[src/rtl/note_seq_pkg.sv]
// rtl/note_seq_pkg.sv - shared sizes and state encoding for the note RAM sequencer
package note_seq_pkg;

  localparam int DEPTH  = 64;
  localparam int NOTE_W = 32;

  // Encoding is shown on the HEX5 debug digit, so the values are fixed.
  typedef enum logic [2:0] {
    S_IDLE      = 3'd0,
    S_REC       = 3'd1,
    S_PLAY      = 3'd2,
    S_PLAY_WAIT = 3'd3,
    S_PLAY_OUT  = 3'd4,
    S_DONE      = 3'd5
  } seq_state_e;

endpackage

[src/rtl/note_window_accum.sv]
// rtl/note_window_accum.sv - OR-accumulates note vectors over one tempo window
module note_window_accum
  import note_seq_pkg::*;
#(
  parameter int W = NOTE_W
) (
  input  logic         clk,
  input  logic         resetn,
  input  logic         en,
  input  logic         clr,
  input  logic [W-1:0] note_in,
  output logic [W-1:0] window
);

  logic [W-1:0] accum_q;

  // Includes the current cycle so a note present on the tick itself is kept.
  assign window = accum_q | note_in;

  always_ff @(posedge clk or negedge resetn) begin
    if (!resetn) begin
      accum_q <= '0;
    end else if (!en || clr) begin
      accum_q <= '0;
    end else begin
      accum_q <= window;
    end
  end

endmodule

[src/rtl/note_sequencer.sv]
// rtl/note_sequencer.sv - record/playback sequencer for the 64x32 note RAM
module note_sequencer
  import note_seq_pkg::*;
#(
  parameter int ADDR_W = $clog2(DEPTH),
  parameter int DATA_W = NOTE_W
) (
  input  logic              clk,
  input  logic              resetn,
  input  logic              tick,
  input  logic              start,
  input  logic              stop,
  input  logic              mode_rec,
  input  logic              mode_play,
  input  logic              loop_en,
  input  logic [DATA_W-1:0] note_in,
  input  logic [DATA_W-1:0] ram_q,
  output logic [ADDR_W-1:0] ram_addr,
  output logic [DATA_W-1:0] ram_data,
  output logic              ram_wren,
  output logic [DATA_W-1:0] note_out,
  output logic              note_vld,
  output logic [ADDR_W:0]   length,
  output logic              busy,
  output logic              done,
  output logic [2:0]        state
);

  localparam logic [ADDR_W:0] LAST_ADDR = (ADDR_W + 1)'(2 ** ADDR_W - 1);
  localparam logic [ADDR_W:0] FULL_LEN  = (ADDR_W + 1)'(2 ** ADDR_W);

  seq_state_e        state_q;
  logic [ADDR_W:0]   wr_ptr_q;
  logic [ADDR_W:0]   rd_ptr_q;
  logic [ADDR_W:0]   length_q;
  logic [ADDR_W-1:0] ram_addr_q;
  logic [DATA_W-1:0] ram_data_q;
  logic              ram_wren_q;
  logic [DATA_W-1:0] note_out_q;
  logic              note_vld_q;
  logic [DATA_W-1:0] window;

  note_window_accum #(.W(DATA_W)) u_accum (
    .clk     (clk),
    .resetn  (resetn),
    .en      (state_q == S_REC),
    .clr     (tick),
    .note_in (note_in),
    .window  (window)
  );

  always_ff @(posedge clk or negedge resetn) begin
    if (!resetn) begin
      state_q    <= S_IDLE;
      wr_ptr_q   <= '0;
      rd_ptr_q   <= '0;
      length_q   <= '0;
      ram_addr_q <= '0;
      ram_data_q <= '0;
      ram_wren_q <= 1'b0;
      note_out_q <= '0;
      note_vld_q <= 1'b0;
    end else begin
      ram_wren_q <= 1'b0;
      note_vld_q <= 1'b0;
      case (state_q)
        S_IDLE: begin
          if (start && mode_rec && !mode_play) begin
            wr_ptr_q <= '0;
            state_q  <= S_REC;
          end else if (start && mode_play && !mode_rec) begin
            rd_ptr_q <= '0;
            state_q  <= (length_q == '0) ? S_DONE : S_PLAY;
          end
        end
        S_REC: begin
          // A tick coinciding with stop still commits its word.
          if (tick) begin
            ram_addr_q <= wr_ptr_q[ADDR_W-1:0];
            ram_data_q <= window;
            ram_wren_q <= 1'b1;
            wr_ptr_q   <= wr_ptr_q + 1'b1;
            if (wr_ptr_q == LAST_ADDR) begin
              length_q <= FULL_LEN;
              state_q  <= S_DONE;
            end else if (stop) begin
              length_q <= wr_ptr_q + 1'b1;
              state_q  <= S_DONE;
            end
          end else if (stop) begin
            length_q <= wr_ptr_q;
            state_q  <= S_DONE;
          end
        end
        S_PLAY: begin
          if (stop) begin
            state_q <= S_DONE;
          end else if (tick) begin
            ram_addr_q <= rd_ptr_q[ADDR_W-1:0];
            state_q    <= S_PLAY_WAIT;
          end
        end
        S_PLAY_WAIT: begin
          state_q <= stop ? S_DONE : S_PLAY_OUT;
        end
        S_PLAY_OUT: begin
          if (stop) begin
            state_q <= S_DONE;
          end else begin
            note_out_q <= ram_q;
            note_vld_q <= 1'b1;
            if (rd_ptr_q + 1'b1 == length_q) begin
              rd_ptr_q <= '0;
              state_q  <= loop_en ? S_PLAY : S_DONE;
            end else begin
              rd_ptr_q <= rd_ptr_q + 1'b1;
              state_q  <= S_PLAY;
            end
          end
        end
        S_DONE: begin
          note_out_q <= '0;
          state_q    <= S_IDLE;
        end
        default: state_q <= S_IDLE;
      endcase
    end
  end

  assign ram_addr = ram_addr_q;
  assign ram_data = ram_data_q;
  assign ram_wren = ram_wren_q;
  assign note_out = note_out_q;
  assign note_vld = note_vld_q;
  assign length   = length_q;
  assign busy     = (state_q != S_IDLE);
  assign done     = (state_q == S_DONE);
  assign state    = state_q;

endmodule

[config.mk]
export PLATFORM = sky130hd
export DESIGN_NAME = note_sequencer
export DESIGN_NICKNAME = d
export VERILOG_FILES = /design/src/rtl/note_seq_pkg.sv /design/src/rtl/note_window_accum.sv /design/src/rtl/note_sequencer.sv
export SDC_FILE = /design/constraint.sdc
export NUM_CORES = 1
export LEC_CHECK = 0
export ABC_AREA = 1
export ABC_CLOCK_PERIOD_IN_PS = 3200
export BUFFER_PORTS_ARGS = -buffer_cell sky130_fd_sc_hd__buf_2
export CAP_MARGIN = 20
export CORE_MARGIN = 4
export CORE_UTILIZATION = 33
export CTS_CLUSTER_SIZE = 14
export DETAILED_ROUTE_END_ITERATION = 10
export MAX_ROUTING_LAYER = met4
export PLACE_DENSITY = 0.53
export SETUP_SLACK_MARGIN = 0.1
export SYNTH_ARGS = -nofsm -noshare
export SYNTH_HDL_FRONTEND = slang
export SYNTH_SLANG_ARGS = --single-unit
[constraint.sdc]
create_clock -name clk -period 3.2 [get_ports clk]
set_input_delay 0.16 -clock clk [delete_from_list [all_inputs] [get_ports clk]]
set_output_delay 0.16 -clock clk [all_outputs]
set_load 0.005 [all_outputs]
**Yosys cells after proc, flatten, opt, wreduce, memory -nomap -nowiden**

Index checks and enable logic that the tools add are counted.

- Logic and storage cells: 89
- Bits of input ports: 72
- Output and inout bits: 84
- Register bits: 128

- Muxes and demuxes: 36
- Add/sub/neg operators: 2
- Bitwise gates (word level): 1
- Reduce and logical (&&, ||, !) cells: 24
- Eq/ne operators: 16

Operator list:

| cell | count |
|---|---|
| $mux W7 | 10 |
| $mux W32 | 2 |
| $pmux W32 S2 | 1 |
| $mux W3 | 11 |
| $or A32 B32 Y32 | 1 |
| $pmux W7 S2 | 2 |
| $mux W6 | 3 |
| $pmux W3 S5 | 1 |
| $add A7 B1 Y7 const B | 2 |
| $ne A2 B2 Y1 const B | 7 |
| $pmux W6 S2 | 1 |
| $reduce_bool A2 Y1 | 6 |
| $reduce_and A4 Y1 | 2 |
| $eq A7 B6 Y1 const B | 1 |
| $eq A7 B7 Y1 | 1 |
| $logic_not A7 Y1 | 1 |
| $eq A3 B2 Y1 const B | 2 |
| $eq A3 B3 Y1 const B | 2 |
| $ne A3 B3 Y1 const B | 2 |
| $reduce_and A2 Y1 | 3 |
| $reduce_and A3 Y1 | 2 |
| $mux W1 | 5 |
| $logic_and A1 B1 Y1 | 4 |
| $eq A3 B1 Y1 const B | 1 |
| other kinds (4) | 6 |

**Longest topological paths before layout**

Gate-level depths: netlist (run 1).

- Word-level depth: 5
- Gate-level depth with buffers: 14
- Mapped depth without buffers: 14

**Cells and area by module**

From an unflattened synthesis (run 1), not the netlist that was laid out.

- Cell total of the unflattened synthesis: 648
- Area, all modules: 5,564.1 um2

By module, submodules not included:

| module | instances | sequential area each (um2) | area an instance (um2) | cells an instance |
|---|---|---|---|---|
| note_sequencer | 1 | 2,402.3 | 4,284.1 | 515 |
| note_window_accum | 1 | 800.8 | 1,280.0 | 133 |

**Worst setup path after synthesis (run 1)**

OpenSTA, ideal clock, no wires.

- Path kind: register to register
- Start: register rd_ptr_q[1]
- End: register rd_ptr_q[0]
- Path buffers: 0
- Data required time: 3,073 ps
- Arrival time: 1,416 ps
- Path slack: 1,657 ps
- Period minus slack after synthesis: 1,543 ps
- Setup time: 127 ps
- Cell stages (with the launch flop): 13
- Cell sequence: dfrtp_1 -> ha_1 -> inv_1 -> nand2_1 -> nand2_1 -> nor2_1 -> nand2_1 -> inv_1 -> nand2_1 -> nor2_2 -> nand2_1 -> nand2_1 -> o21ai_0

- Cells in the longest elaborated chain, start to end: 5

Ends and longest elaborated chain:

| element | RTL line | text |
|---|---|---|
| from (decl) | note_sequencer.sv:34 | `logic [ADDR_W:0] rd_ptr_q;` |
| from (signal assigned) | note_sequencer.sv:116 | `rd_ptr_q <= rd_ptr_q + 1'b1;` |
| $add A7 B1 Y7 | note_sequencer.sv:112 | `if (rd_ptr_q + 1'b1 == length_q) begin` |
| $eq A7 B7 Y1 | note_sequencer.sv:112 |  |
| $mux W7 | note_sequencer.sv:112 |  |
| $mux W7 | note_sequencer.sv:107 | `if (stop) begin` |
| $pmux W7 S2 | note_sequencer.sv:66 | `case (state_q)` |

No other way between the ends. The select of a mux whose other input is x is not followed.
A chain may end at the register's enable or synchronous reset.

**Final worst setup path (run 1)**

- Start: register state_q[1], in the netlist state[1]
- End: register note_out_q[3], in the netlist note_out[3]

- Cells in the longest elaborated chain, start to end: 3
- Elaborated cells between the ends (all ways): 6
- Classes of those cells: eq/ne: 3; mux: 1; reduce/logical: 2

Ends and longest elaborated chain:

| element | RTL line | text |
|---|---|---|
| from (decl) | note_sequencer.sv:32 | `seq_state_e state_q;` |
| from (signal assigned) | note_sequencer.sv:73 | `state_q <= (length_q == '0) ? S_DONE : S_PLAY;` |
| from (signal assigned) | note_sequencer.sv:104 | `state_q <= stop ? S_DONE : S_PLAY_OUT;` |
| from (signal assigned) | note_sequencer.sv:114 | `state_q <= loop_en ? S_PLAY : S_DONE;` |
| $eq A3 B3 Y1 | note_sequencer.sv:66 |  |
| $ne A2 B2 Y1 (no source line) or $reduce_bool A2 Y1 (tied branches) | -- |  |
| $reduce_and A2 Y1 (no source line) | -- |  |
| to (signal assigned) | note_sequencer.sv:110 | `note_out_q <= ram_q;` |
| to (decl) | note_sequencer.sv:39 | `logic [DATA_W-1:0] note_out_q;` |

Parallel ways exist; a longest one is shown, timed or not.

==> flow_summary.json, run 1 <==
{
  "cts_hold_buf": 61,
  "grt.total_usage_pct": 16.4,
  "critical_path.most_common_cell": "inv_2",
  "yosys_warnings": 0,
  "htree_levels": 4,
  "tns_ns": 0,
  "grt_pass1_vias": 4684,
  "synth_common_cells": "143 x nand2_1, 128 x dfrtp_1, 86 x nor2_1",
  "synth.most_common_cell": "nand2_1",
  "areaGrowthSynthToFinish_pct": 41.3,
  "synth_top_area_share_pct": 59.6,
  "final-max-slew-violation-count": 0,
  "synth_ff_type": "dfrtp_1",
  "synth_cells": 586,
  "clock_latency_ns": 0.42,
  "ioPinCount": 156,
  "fin_area_um2": 7590,
  "syn_area_um2": 5370,
  "crit_fanout": 37,
  "cts_root_buffer": "clkbuf_16",
  "drt-pass1-iter-count": 4,
  "yosysSeqAreaShare_pct": 59.6,
  "path_cells": "nor2_1 > inv_2 > nor2_2 > nand2_4 > inv_2 > or2_1 > buf_4 > o21ai_0",
  "tritoncts.num_buffers": 17,
  "num_rows": 46,
  "fin_ws_ns": 0.970,
  "rsz0062_at_grt": "false",
  "wl_per_cell_um": 13.6,
  "dp.cells": 940,
  "async_flop_share_pct": 100,
  "yosysTopAreaCell": "dfrtp_1",
  "fmaxAchievable_ghz": 0.448,
  "endpoint_kind": "flip-flop",
  "startpoint_type": "flip-flop",
  "die_area_um2": 18400,
  "gr-total-overflow": 0,
  "fp.dieH_um": 136,
  "cts.sinks": 128,
  "cts_tree": "built",
  "max-cap-violations": 0,
  "post-route-util_pct": 47.6,
  "core_um2": 15900,
  "ys_top_cells_by_area": "dfrtp_1 60%, nand2_1 10%, nor2_1 6.0%, o21ai_0 4.4%, inv_1 4.1%",
  "fin_cells": 1033,
  "finalCritPeriodShare_pct": 69.7,
  "cts_setup_buffers": 0,
  "dpl_cell_area_um2": 6330,
  "vias": 4613,
  "timing.final.crit_period_ns": 2.23,
  "clkTransAtPathRegs_ns": 0.06,
  "finClkSkew_ns": 0.00556,
  "leakage_nw": 3.86,
  "route.detailed.drc": 0,
  "synth_edf_count": 0,
  "cellPowerDensity_nw_per_um2": 914,
  "max_stage_delay_ns": 0.47,
  "status": "completed",
  "final_layout_size_suffix_gt1_share_pct": 28.0,
  "place_hpwl_mm": 9.73,
  "port_buffers": 155,
  "slowest_stage": "inv_2",
  "tightestPinTransition_ns": 0.863,
  "drt-initial-drc-count": 237,
  "antenna_found_initial": 0,
  "ctsResizeCount": 0,
  "pre_cts_slack_ns": 0.975,
  "grt_first_pass_wirelength_mm": 22.9,
  "gp_routability_congestion": 0.857,
  "crit_required_ns": 3.47,
  "ant_nets": 0,
  "hold_viol": 0,
  "critPathKind": "flip-flop to flip-flop",
  "start_util_pct": 33.7,
  "grt_max_degree": 71,
  "ir_drop_v": 0.000467,
  "relSlewSlack_pct": 42.5,
  "setup_violations": 0,
  "hold_class": "input pin to flip-flop",
  "vias_per_cell": 4.47,
  "die_w_um": 136,
  "clockBufferDepth": 2,
  "synth_seq_cells": 128,
  "antennaDiodeCount": 0,
  "synthesis.nets": 660,
  "final_nets": 878,
  "n_fill_cell": 1545,
  "wl_mm": 14.1,
  "critPathArrivalTime_ns": 2.50,
  "avgSynthCellArea_um2": 9.17,
  "yosys.cell_types.count": 35
}
-- layer usage --
layer | up-vias | routed length, um | track usage (%) | share of wire, %
li1 | 2297 | - | - | -
met1 | 2170 | 5860 | 19.3 | 42
met2 | 117 | 7160 | 26.5 | 51
met3 | 29 | 643 | 3.94 | 4.6
met4 | 0 | 431 | 8.01 | 3.1
met5 | - | 0 | - | 0
-- per-stage QoR --
step	total power, mW	hold WS, ns
6_report	6.94	0.0126
5_1_grt	7.45	0.0139
4_1_cts	7.03	0.00220
3_5_place_dp	4.84	0.329
3_3_place_gp	4.78	0.333
2_1_floorplan	3.90	-0.136
-- worst paths after layout --
path	start	depth (start not counted)	slack [ns]	endpoint
hold / removal	note_in[28]	3	0.01	u_accum.accum_q[28]$_DFF_PN0_
setup reg to reg	state[1]$_DFFE_PN0P_	8	0.97	note_out[3]$_DFFE_PN0P_
max in group asynchronous	resetn	3	1.99	note_out[1]$_DFFE_PN0P_
min in group asynchronous	resetn	2	0.39	ram_data[6]$_DFFE_PN0P_
setup / recovery	state[1]$_DFFE_PN0P_	8	0.97	note_out[3]$_DFFE_PN0P_
hold reg to reg	ram_data[0]$_DFFE_PN0P_	2	0.48	ram_data[0]$_DFFE_PN0P_
-- power breakdown --
group / switching [mW] / internal [mW] / total (mW)
Clock: 0.728 / 1.37 / 2.10
Combinational: 1.24 / 0.951 / 2.19
Sequential: 0.413 / 2.24 / 2.65
-- cells by family (layout without fill, tap and decap cells) --
group | after synthesis | in the layout | share of synthesized area [%]
AND/OR/NAND/NOR | 256 | 256 | 19.6
flip-flops | 128 | 128 | 59.6
AO/OA/AOI/OAI | 108 | 108 | 12.4
buffers and inverters | 86 | 317 | 6.96
XOR/XNOR | 6 | 6 | 0.978
adder cells (fa/ha/maj) | 2 | 2 | 0.466
-- cells in the final DEF (no fill, tap or decap), types with 3 or more instances in the layout --
| cell | netlist | layout |
|---|---|---|
| inv_1 | 58 | 58 |
| nand2_1 | 143 | 143 |
| inv_2 | 7 | 7 |
| xor2_1 | 5 | 5 |
| clkinvlp_4 | 0 | 3 |
| nor2_1 | 86 | 86 |
| o21ai_1 | 6 | 6 |
| bufinv_16 | 0 | 4 |
| o21ai_2 | 21 | 21 |
| dlygate4sd3_1 | 0 | 61 |
| dfrtp_1 | 128 | 128 |
| buf_4 | 1 | 3 |
| nor2_2 | 3 | 3 |
| o22ai_1 | 11 | 11 |
| o21ai_0 | 47 | 47 |
| a21oi_1 | 12 | 12 |
| clkbuf_16 | 0 | 17 |
| buf_2 | 5 | 154 |
| a31oi_1 | 7 | 7 |
| nand3_1 | 9 | 9 |
| clkbuf_8 | 0 | 3 |
-- cell type report --
type / count / area, um^2 / area share [%]
inverter: 66 / 250 / 3.30
multi-input combinational: 372 / 1800 / 23.7
timing repair buffer: 219 / 1420 / 18.8
tap: 216 / 270 / 3.56
sequential: 128 / 3200 / 42.2
clock inverter: 11 / 178 / 2.34
clock buffer: 21 / 470 / 6.20
-- state kept, by name (all words and copies together), names as in the netlist, 3 cells and up --
register,flops
ram_addr,6
note_out,32
rd_ptr_q,7
state,3
length,7
ram_data,32
u_accum.accum_q,32
wr_ptr_q,7
-- critical path, delay by kind of cell, from the launching register on --
kind / cells / cell delay (ns)
buffers and inverters: 3 / 0.87
AOI/OAI and AO/OA: 1 / 0.17
and+or+nand+nor: 4 / 0.58
DFF: 1 / 0.45
(Power assumes the default switching activity.)
==> run 2, diff against run 1 <==
--- a/config.mk
+++ b/config.mk
@@ -6,7 +6,7 @@
 export NUM_CORES = 1
 export LEC_CHECK = 0
 export ABC_AREA = 1
-export ABC_CLOCK_PERIOD_IN_PS = 3200
+export ABC_CLOCK_PERIOD_IN_PS = 2100
 export BUFFER_PORTS_ARGS = -buffer_cell sky130_fd_sc_hd__buf_2
 export CAP_MARGIN = 20
 export CORE_MARGIN = 4
==> constraint.sdc (replaced) <==
create_clock -name clk -period 2.1 [get_ports clk]
set_input_delay 0.105 -clock clk [delete_from_list [all_inputs] [get_ports clk]]
set_output_delay 0.105 -clock clk [all_outputs]
set_load 0.005 [all_outputs]
==> flow_summary.json, run 2 (synthesis gave the netlist of run 1 again) <==
{
  "status": "completed",
  "gr-total-overflow": 0,
  "fp.dieH_um": 136,
  "antennaDiodeCount": 0,
  "swShare_pct": 35.1,
  "finalCritPeriodShare_pct": 85.6,
  "finClkSkew_ns": 0.0113,
  "grt_pass1_vias": 4854,
  "dp.cells": 944,
  "final_layout_size_suffix_gt1_share_pct": 28.6,
  "gp_routability_congestion": 0.876,
  "hold_class": "input pin to flip-flop",
  "ant_nets": 0,
  "fmaxAchievable_ghz": 0.556,
  "crit_fanout": 64,
  "n_fill_cell": 1558,
  "start_util_pct": 33.7,
  "clock_power_share_pct": 29.4,
  "grt_max_degree": 129,
  "gr-usage-met1_pct": 20.5,
  "tightestPinTransition_ns": 0.743,
  "p_switching_mw": 3.71,
  "die_area_um2": 18400,
  "leakage_nw": 3.90,
  "hold_slack_ns": 0.0755,
  "antenna_found_initial": 0,
  "htree_levels": 4,
  "critical_path.most_common_cell": "inv_2",
  "max_stage_delay_ns": 0.49,
  "tns_ns": 0,
  "core_um2": 15900,
  "wl_mm": 14.3,
  "cts.sinks": 128,
  "relSlewSlack_pct": 50.5,
  "num_rows": 46,
  "clkTransAtPathRegs_ns": 0.06,
  "busiest_layer": "met2",
  "drt-initial-drc-count": 266,
  "tritoncts.num_buffers": 17,
  "path_cells": "inv_2 > nor3_2 > inv_2 > nor2_8 > inv_4 > buf_4 > nand2_1 > o21ai_0",
  "die_w_um": 136,
  "vias_per_cell": 4.46,
  "cts_tree": "built",
  "cellPowerDensity_nw_per_um2": 1380,
  "hold_viol": 0,
  "grt.total_usage_pct": 16.8,
  "grt_use_met2_pct": 26.4,
  "slowest_stage": "buf_4",
  "cts_root_buffer": "clkbuf_16",
  "ioPinCount": 156,
  "dpl_cell_area_um2": 6380,
  "port_buffers": 155,
  "use_met3_pct": 4.64,
  "grt_first_pass_wirelength_mm": 23.9,
  "areaGrowthSynthToFinish_pct": 42.7,
  "fin_total_pwr_mw": 10.6,
  "mostFrequentLayoutCells": "154 x buf_2, 142 x nand2_1, 127 x dfrtp_1",
  "clockBufferDepth": 2,
  "startpoint_type": "flip-flop",
  "fin_area_um2": 7670,
  "timing.final.crit_period_ns": 1.80,
  "seqPwrFrac_pct": 38.1,
  "drt-pass1-iter-count": 4,
  "route.detailed.drc": 0,
  "intPower_mw": 6.86,
  "rsz0062_at_grt": "false",
  "layout_commonest_cell": "buf_2",
  "max-cap-violations": 0,
  "final_nets": 886,
  "fin_cells": 1040,
  "place_hpwl_mm": 9.77,
  "p_comb_share_pct": 32.4,
  "ir_drop_v": 0.000695,
  "cts_setup_buffers": 0,
  "vias": 4638,
  "endpoint_kind": "flip-flop",
  "clock_latency_ns": 0.42,
  "critPathKind": "flip-flop to flip-flop",
  "final-max-slew-violation-count": 0,
  "crit_required_ns": 2.41,
  "setup_violations": 0,
  "critPathArrivalTime_ns": 2.11,
  "wl_per_cell_um": 13.7
}
run 2: final timing paths:
path | start | slack [ns] | to | depth (start not counted)
max | state[0]$_DFFE_PN0P_ | 0.30 | ram_data[6]$_DFFE_PN0P_ | 8
min | stop | 0.08 | state[1]$_DFFE_PN0P_ | 4
max reg2reg | state[0]$_DFFE_PN0P_ | 0.30 | ram_data[6]$_DFFE_PN0P_ | 8
min reg2reg | ram_data[16]$_DFFE_PN0P_ | 0.48 | ram_data[16]$_DFFE_PN0P_ | 2
max in group asynchronous | resetn | 1.12 | rd_ptr_q[0]$_DFFE_PN0P_ | 3
min in group asynchronous | resetn | 0.32 | ram_data[9]$_DFFE_PN0P_ | 3
run 2: area by class of cell:
| type | count | area [um^2] | share of cell area [%] |
|---|---|---|---|
| clock buffer | 19 | 453 | 5.91 |
| clock inverter | 12 | 170 | 2.22 |
| inverter | 66 | 250 | 3.26 |
| multi-input combinational | 372 | 1810 | 23.6 |
| sequential | 128 | 3200 | 41.8 |
| tap | 216 | 270 | 3.53 |
| timing repair buffer | 227 | 1510 | 19.7 |
run 2: power by group through the flow:
stage	clock network [mW]	registers (mW)	logic (mW)
after detailed placement	0	4.05	3.37
after floorplan	0	4.02	1.93
after global routing	3.31	4.16	3.91
after global placement	0	4.03	3.30
final	3.11	4.03	3.43
after CTS	3.19	4.02	3.48
run 2: worst max-delay path, delay by kind of cell, from the launching register on:
family / cells / cell delay, ns
AND/OR/NAND/NOR: 3 / 0.24
flip-flops: 1 / 0.47
AO/OA/AOI/OAI: 1 / 0.13
buffers and inverters: 4 / 0.86
run 2: repair_timing:
item,CTS,global route
resized for setup,0,4
hold buffers,65,0
endpoints found under the setup margin,0,19
endpoints found under the hold margin,223,0
run 2: per-stage QoR:
stage                     util [%]  setup WS (ns)
after global routing          48.1          0.105
final                         48.1          0.303
after CTS                     48.0          0.225
after detailed placement      40.0          0.235
after floorplan                  -          0.557
after global placement        40.0          0.320
run 2: layer usage:
metal	share of wire, %	up-vias
met5	0	-
met4	2.0	0
met3	4.6	22
met2	51	125
met1	43	2175
li1	-	2316
==> run 3, diff against run 2 <==
--- a/config.mk
+++ b/config.mk
@@ -9,12 +9,14 @@
 export ABC_CLOCK_PERIOD_IN_PS = 2100
 export BUFFER_PORTS_ARGS = -buffer_cell sky130_fd_sc_hd__buf_2
 export CAP_MARGIN = 20
+export CORE_ASPECT_RATIO = 1.1
 export CORE_MARGIN = 4
-export CORE_UTILIZATION = 33
+export CORE_UTILIZATION = 45
 export CTS_CLUSTER_SIZE = 14
 export DETAILED_ROUTE_END_ITERATION = 10
 export MAX_ROUTING_LAYER = met4
-export PLACE_DENSITY = 0.53
+export PLACE_DENSITY = 0.69
+export REMOVE_ABC_BUFFERS = 1
 export SETUP_SLACK_MARGIN = 0.1
 export SYNTH_ARGS = -nofsm -noshare
 export SYNTH_HDL_FRONTEND = slang
==> flow_summary.json, run 3 (synthesis gave the netlist of run 1 again) <==
{
  "p_comb_share_pct": 32.3,
  "gr-total-overflow": 0,
  "finalCritPeriodShare_pct": 86.9,
  "core_um2": 11600,
  "endpoint_kind": "flip-flop",
  "seqPwrFrac_pct": 38.4,
  "htree_levels": 4,
  "startpoint_type": "flip-flop",
  "clockBufferDepth": 2,
  "clock_latency_ns": 0.42,
  "fmaxAchievable_ghz": 0.548,
  "tns_ns": 0,
  "mostFrequentLayoutCells": "154 x buf_2, 143 x nand2_1, 127 x dfrtp_1",
  "fin_cells": 977,
  "finClkSkew_ns": 0.00684,
  "final_layout_size_suffix_gt1_share_pct": 28.7,
  "antennaDiodeCount": 0,
  "wl_mm": 13.9,
  "critPathKind": "flip-flop to flip-flop",
  "cts_tree": "built",
  "critPathArrivalTime_ns": 2.15,
  "setup_violations": 0,
  "drt-initial-drc-count": 239,
  "path_cells": "nor2_1 > inv_2 > nor2_2 > nand2_4 > inv_2 > buf_4 > nand2_1 > o21ai_0",
  "clkTransAtPathRegs_ns": 0.06,
  "ir_drop_v": 0.000763,
  "hold_viol": 0,
  "final-max-slew-violation-count": 0,
  "drt-met1-wl_mm": 5.60,
  "num_rows": 41,
  "swShare_pct": 35.4,
  "p_switching_mw": 3.73,
  "areaGrowthSynthToFinish_pct": 41.1,
  "layout_commonest_cell": "buf_2",
  "die_area_um2": 13800,
  "crit_family": "simple AND/OR/NAND/NOR gates",
  "slowest_stage": "dfrtp_1",
  "critical_path.most_common_cell": "inv_2",
  "rsz0062_at_grt": "false",
  "port_buffers": 155,
  "tightestPinTransition_ns": 0.609,
  "place_hpwl_mm": 9.20,
  "die_w_um": 112,
  "leakage_nw": 3.90,
  "wl_met3_um": 549,
  "fp.dieH_um": 123,
  "clock_power_share_pct": 29.3,
  "top_layer": "met4",
  "start_util_pct": 46.4,
  "ant_nets": 0,
  "max-cap-violations": 0,
  "vias_per_cell": 4.89,
  "relSlewSlack_pct": 59.4,
  "max_stage_delay_ns": 0.44,
  "drt-pass1-iter-count": 4,
  "crit_buf_inv": 3,
  "cts_root_buffer": "clkbuf_16",
  "hold_slack_ns": 0.0720,
  "ioPinCount": 156,
  "status": "completed",
  "cts.sinks": 128,
  "met2_wirelength_mm": 7.24,
  "intPower_mw": 6.81,
  "final_nets": 888,
  "grt_pass1_vias": 4848,
  "timing.final.crit_period_ns": 1.82,
  "grt.total_usage_pct": 21.6,
  "vias": 4776,
  "gp_routability_congestion": 0.894,
  "wl_per_cell_um": 14.2,
  "route.detailed.drc": 0,
  "tritoncts.num_buffers": 17,
  "fin_total_pwr_mw": 10.5,
  "antenna_found_initial": 0,
  "hold_class": "input pin to flip-flop",
  "grt_first_pass_wirelength_mm": 22.9,
  "cellPowerDensity_nw_per_um2": 1390,
  "crit_fanout": 36,
  "dp.cells": 879,
  "crit_required_ns": 2.42,
  "grt_max_degree": 80
}
## run 3: cell count changes in the layout (fill, tap and decap cells not counted), sizes merged
cell,delta
buf,+2
clkbuf,-2
clkinvlp,+2
inv,+1
## run 3: stage by stage
step	util (%)	cell area, um^2	worst slack, ns
final	65.4	7580	0.275
after CTS	65.2	7560	0.203
after floorplan	-	5250	-0.578
after global placement	54.2	6290	0.309
after detailed placement	54.2	6290	0.231
after global routing	65.4	7580	0.111
## run 3: layout make-up
type,instances,area [um^2]
clock buffers,17,425
clock inverters,15,199
fillers,938,4010
inverters,66,250
multi-input cells,372,1800
flip-flops and latches,128,3200
well taps,150,188
repair buffers,229,1520
## run 3: what timing repair did
item,in CTS,in global routing
endpoints found under the hold margin,215,0
endpoints found under the setup margin,0,12
hold buffers,65,0
gates resized for setup,0,1
setup buffers,0,1
## run 3: worst reg2reg max path, delay by kind of cell, from the launching register on
kind | cells | cell delay, ns
compound gates | 1 | 0.21
simple gates | 4 | 0.63
buf+inv | 3 | 0.45
flops | 1 | 0.44
## run 3: per-layer routing
layer | global-route usage (%) | vias to the layer above
met2 | 35.4 | 138
met4 | 10.7 | 0
met3 | 5.28 | 39
met1 | 25.1 | 2279
li1 | - | 2320
met5 | - | -
## run 3: final timing paths
kind                                              start                            end  slack, ns  cells after the start
worst max-delay path               state[1]$_DFFE_PN0P_        rd_ptr_q[0]$_DFFE_PN0P_       0.28                      8
worst min-delay path                               stop           state[1]$_DFFE_PN0P_       0.07                      4
worst max register to register     state[1]$_DFFE_PN0P_        rd_ptr_q[0]$_DFFE_PN0P_       0.28                      8
worst min register to register  ram_data[3]$_DFFE_PN0P_        ram_data[3]$_DFFE_PN0P_       0.48                      2
max in group asynchronous                        resetn  u_accum.accum_q[25]$_DFF_PN0_       1.32                      3
min in group asynchronous                        resetn        rd_ptr_q[4]$_DFFE_PN0P_       0.27                      3
## run 3: power groups by stage
stage / sequential [mW] / combinational [mW] / clock, mW
after floorplan: 4.04 / 1.81 / 0
after global routing: 4.17 / 3.84 / 3.26
after detailed placement: 4.05 / 3.29 / 0
after global placement: 4.02 / 3.20 / 0
after CTS: 4.03 / 3.38 / 3.14
final: 4.04 / 3.41 / 3.09
